### config.mk
export PLATFORM = sky130hd
export DESIGN_NAME = mul_seq_ctrl
export DESIGN_NICKNAME = d
export VERILOG_FILES = /design/src/rtl/mul_seq_ctrl.sv
export SDC_FILE = /design/constraint.sdc
export NUM_CORES = 1
export LEC_CHECK = 0
export ABC_CLOCK_PERIOD_IN_PS = 4000
export BUFFER_PORTS_ARGS = -buffer_cell sky130_fd_sc_hd__buf_2
export CAP_MARGIN = 20
export CORE_AREA = 2 2 105 157
export DETAILED_ROUTE_END_ITERATION = 10
export DIE_AREA = 0 0 107 159
export PLACE_DENSITY = 0.7
export SYNTH_ARGS = -nofsm -noshare
export SYNTH_HDL_FRONTEND = slang
export SYNTH_SLANG_ARGS = --single-unit
### constraint.sdc
create_clock -name Clock -period 4 [get_ports Clock]
set_clock_uncertainty 0.05 [all_clocks]
set_input_delay 0.6 -clock Clock [delete_from_list [all_inputs] [get_ports Clock]]
set_output_delay 0.6 -clock Clock [all_outputs]
set_load 0.01 [all_outputs]
### src/rtl/mul_seq_ctrl.sv
// Sequencer for a shift-and-add multiplier sharing one adder over WIDTH iterations.
// Stalls the datapath from start until the registered product is presented in DONE.
module mul_seq_ctrl #(
  parameter int WIDTH = 16,
  parameter int CNT_W = 5
) (
  input  logic               Clock,
  input  logic               Reset,
  input  logic               iStart,
  input  logic               iSigned,
  input  logic [WIDTH-1:0]   iOperandA,
  input  logic [WIDTH-1:0]   iOperandB,
  output logic               oStall,
  output logic               oBusy,
  output logic               oDone,
  output logic [2*WIDTH-1:0] oResult
);

  typedef enum logic [1:0] {IDLE, RUN, FIX, DONE} stateT;

  stateT               state;
  stateT               nextState;
  logic [CNT_W-1:0]    counter;
  logic [WIDTH-1:0]    mA;
  logic [WIDTH-1:0]    mB;
  logic                neg;
  logic [2*WIDTH-1:0]  acc;

  // Unsigned magnitude; the most-negative value maps onto itself, which is
  // the correct magnitude when read as unsigned.
  function automatic logic [WIDTH-1:0] magnitude(input logic [WIDTH-1:0] v,
                                                 input logic isSigned);
    logic signed [WIDTH-1:0] s;
    s = signed'(v);
    if (isSigned && s[WIDTH-1])
      return WIDTH'(-s);
    return v;
  endfunction

  function automatic logic [2*WIDTH-1:0] applySign(input logic [2*WIDTH-1:0] v,
                                                   input logic isNeg);
    logic signed [2*WIDTH-1:0] s;
    s = signed'(v);
    return isNeg ? (2*WIDTH)'(-s) : v;
  endfunction

  always_ff @(posedge Clock) begin
    if (Reset) begin
      state <= IDLE;
      oBusy <= 1'b0;
      oDone <= 1'b0;
    end else begin
      state <= nextState;
      oBusy <= (nextState != IDLE);
      oDone <= (nextState == DONE);
    end
  end

  always_comb begin
    nextState = state;
    case (state)
      IDLE:    if (iStart) nextState = RUN;
      RUN:     if (counter == CNT_W'(WIDTH - 1)) nextState = FIX;
      FIX:     nextState = DONE;
      DONE:    nextState = IDLE;
      default: nextState = IDLE;
    endcase
  end

  always_comb begin
    oStall = 1'b0;
    case (state)
      IDLE:    oStall = iStart;
      RUN:     oStall = 1'b1;
      FIX:     oStall = 1'b1;
      default: oStall = 1'b0;
    endcase
  end

  always_ff @(posedge Clock) begin
    if (Reset) begin
      counter <= '0;
      mA      <= '0;
      mB      <= '0;
      neg     <= 1'b0;
      acc     <= '0;
      oResult <= '0;
    end else begin
      case (state)
        IDLE: begin
          if (iStart) begin
            mA      <= magnitude(iOperandA, iSigned);
            mB      <= magnitude(iOperandB, iSigned);
            neg     <= iSigned & (iOperandA[WIDTH-1] ^ iOperandB[WIDTH-1]);
            acc     <= '0;
            counter <= '0;
          end
        end
        RUN: begin
          // One partial product per cycle; no early exit on a zero multiplier.
          if (mB[0])
            acc <= acc + ({{WIDTH{1'b0}}, mA} << counter);
          mB      <= mB >> 1;
          counter <= counter + CNT_W'(1);
        end
        FIX:     oResult <= applySign(acc, neg);
        default: ;
      endcase
    end
  end

endmodule

==> run summary <==
Outcome - complete, no violations
Maximum clock insertion buffer count - 2
Vias - 7367
Num CTS Buffers - 9
Final period util - 96.5%
R2r worst-path depth - 16
Hold Path Class - reg -> reg
CP endpoint kind - flop
Worst-Skew Late Latency - 360 ps
Row cnt - 56
Worst Hold Slack - 404 ps
Synthesized cell area - 7680 um2
Slew margin rel. - 32.3%
Die Y - 159 um
Worst VDD drop - 315 uV
Clk slew on worst S/H paths - 70 ps
Metal-1 WL - 8.17 mm
Worst setup path category - reg -> reg
Final setup viols - 0
Cell Int Power - 0.00185 W
# DRC - 0
WP data required - 4240 ps
Arrival @ worst endpoint - 4100 ps
Final ANT Viol Nets - 0
Antenna violations before repair - 0
# fillers - 1562
Number of synthesized flops with an enable pin - 0
IO Count - 71
Antenna diodes - 0
Combinational share of power - 19.8%
Post-synthesis net count - 1103
Maxcap violations - 0
Synth warn - 0
Vias/cell - 5.65
Final Hold Viols - 0
Switching power share of the total - 29.2%
Switch Pwr - 0.000766 W
Pwr dens - 297 nW/um2
Die area - 17000 um2
Crit path launch - counter[1]
DR top layer - met4
Clk sinks - 106
Hold Path Cell Cnt - 2
Sequential fraction of design power - 42.8%
RSZ-0062 raised after global routing - yes
CTS tree - built
Detailed Route Iter0 Violations - 289
WL/cell - 15.2 um
Worst-Margin Slew - 1010 ps
GRT overflow - 0
Crit-path max FO - 16
Core Region - 15600 um2
Max-slew violations - 0
DIE WIDTH - 107 um
Most frequent cells in the layout - nand2_1, nor2_1, dfxtp_1, o21ai_0, a21oi_1
Largest net degree at the start of global routing - 65
Clock power frac - 37.4%
Avg Synthesized Cell Area - 7.48 um2
Yosys reg bits - 106
Mapped Cells - 1026
R2R Path End - acc[31]
Initial Util - 49.1%
I/O Buffers - 70
Global-route wire length before repair - 32.9 mm
Distinct cells, synth - 62
Final cell count without fillers - 1303
Post-DP HPWL - 15.2 mm
Max Freq - 0.259 GHz
Routability cong. - 1.00
Root buffer cell - clkbuf_16
Seq/Total Area, Yosys - 27.6%
Routed wire length - 19.9 mm
Flop2flop setup slack - 140 ps
Asr flop ratio synth - 0%
Worst hold start - mB[13]
Worst min-delay path endpoint - mB[13]
1st-pass router iterations - 5
Leakage Power - 3.62 nW
Placed Cells - 1286
Fin crit period - 3860 ps
Layout area overhead - 14.8%
H-tree Lvls - 3
Ys flop type - dfxtp_1
Met2 Wirelength - 10.5 mm
Share of layout cells above drive strength 1 - 15.5%
Reg-to-Reg Start - counter[1]
Most common cell after layout, fill and taps aside - nand2_1
Final core utilization - 56.4%
Vias in the first global route - 6786
Fin nets - 1172
DR WL met3 - 622 um
# hold bufs at CTS - 0
Worst setup SP type - flop
Global Route Usage Sum - 23.5%
cells by family (layout without fill, tap and decap cells):
family	after synthesis	in the layout	share of synthesized area, %
flip-flops	106	106	27.6
XOR/XNOR	77	77	8.78
AND/OR/NAND/NOR	376	376	22.3
buffers and inverters	85	159	4.16
adder cells (fa/ha/maj)	41	41	6.78
AO/OA/AOI/OAI	306	306	25.2
multiplexers	35	35	5.15
sequential cells by signal, indices dropped and copies added, names as in the netlist:
name	count
mB	16
oBusy	1
oResult	32
oDone	1
state	2
mA	16
neg	1
acc	32
counter	5
Yosys cell counts (all sizes together) (4+ instances only):
| master | count | area share, % |
|---|---|---|
| nand2b | 9 | 0.73 |
| nand2 | 135 | 6.6 |
| o211ai | 7 | 0.68 |
| mux2 | 6 | 0.88 |
| o22ai | 13 | 1.1 |
| o31ai | 14 | 1.4 |
| nand3b | 4 | 0.39 |
| xor2 | 48 | 5.5 |
| nand4 | 11 | 0.90 |
| o41ai | 7 | 0.90 |
| nor3b | 4 | 0.39 |
| and2 | 8 | 0.65 |
| or4 | 8 | 0.93 |
| dfxtp | 106 | 28 |
| a21o | 12 | 1.2 |
| a22oi | 9 | 0.88 |
| nor4 | 7 | 0.57 |
| buf | 8 | 0.39 |
| a211oi | 41 | 4.0 |
| mux2i | 26 | 3.4 |
| or2 | 5 | 0.41 |
| and3 | 4 | 0.33 |
| o21bai | 6 | 0.59 |
| ha | 40 | 6.5 |
| inv | 25 | 1.2 |
| a311oi | 8 | 0.91 |
| a21oi | 71 | 4.6 |
| nand3 | 22 | 1.4 |
| nor3 | 11 | 0.72 |
| nor2 | 124 | 6.1 |
| clkbuf | 51 | 2.5 |
| xnor2 | 29 | 3.3 |
| a31oi | 6 | 0.49 |
| nor2b | 8 | 0.65 |
| o21ai | 87 | 5.7 |
| o21a | 7 | 0.68 |
| or3 | 13 | 1.1 |
critical path, cell delays in order (launching register included):
cell     delay (ps)
dfxtp_2         400
buf_12          170
mux2_2          360
nor2_1           90
a21oi_1          60
mux2_2          300
o21ai_1         200
nor2_1          100
ha_2            380
nand2_1          70
nor2_1          130
o21ai_0         170
nand3_1         220
nand4_1         130
a31o_2          290
or4b_2          610
nand4_1          90
power groups by stage:
stage / combinational [W] / sequential [W] / clock (W)
after detailed placement: 0.000506 / 0.00115 / 0
after floorplan: 0.000349 / 0.00114 / 0
after global placement: 0.000503 / 0.00114 / 0
after global routing: 0.000580 / 0.00113 / 0.00103
after CTS: 0.000508 / 0.00112 / 0.000997
final: 0.000519 / 0.00112 / 0.000979
layer usage:
| metal | up-vias | global-route usage, % |
|---|---|---|
| met2 | 159 | 42.9 |
| li1 | 3826 | - |
| met4 | 0 | 8.44 |
| met3 | 34 | 2.95 |
| met5 | - | 0 |
| met1 | 3348 | 27.6 |
worst max-delay path by stage:
stage          cells after the start      end
6_report                          16  acc[31]
2_1_floorplan                     19  acc[31]
4_1_cts                           16  acc[22]
5_1_grt                           14  acc[31]
3_5_place_dp                      15  acc[30]
3_3_place_gp                      15  acc[30]
area by class of cell:
class | count | area (um2) | share of cell area, %
multi-input cells | 835 | 5290 | 60.1
flip-flops and latches | 106 | 2120 | 24.1
clock inverters | 6 | 97.6 | 1.11
well taps | 203 | 254 | 2.88
inverters | 26 | 101 | 1.15
clock buffers | 10 | 229 | 2.60
repair buffers | 117 | 716 | 8.12
repair_timing:
item / CTS / global route
resized for setup: 5 / 15
setup buffers: 0 / 1
pin swaps: 0 / 2
endpoints found under the setup margin: 3 / 10
metrics by stage:
stage / power (W) / worst slack (ps) / setup TNS [ps] / instance area [um2]
finish: 0.00262 / 142 / 0 / 8810
global route: 0.00274 / -81.9 / -127 / 8810
CTS: 0.00263 / 89.4 / 0 / 8760
detailed placement: 0.00165 / -94.7 / -187 / 8420
global placement: 0.00165 / -115 / -306 / 8420
floorplan: 0.00149 / 42.9 / 0 / 7680
Note: power is estimated with default switching activity, not from simulation.
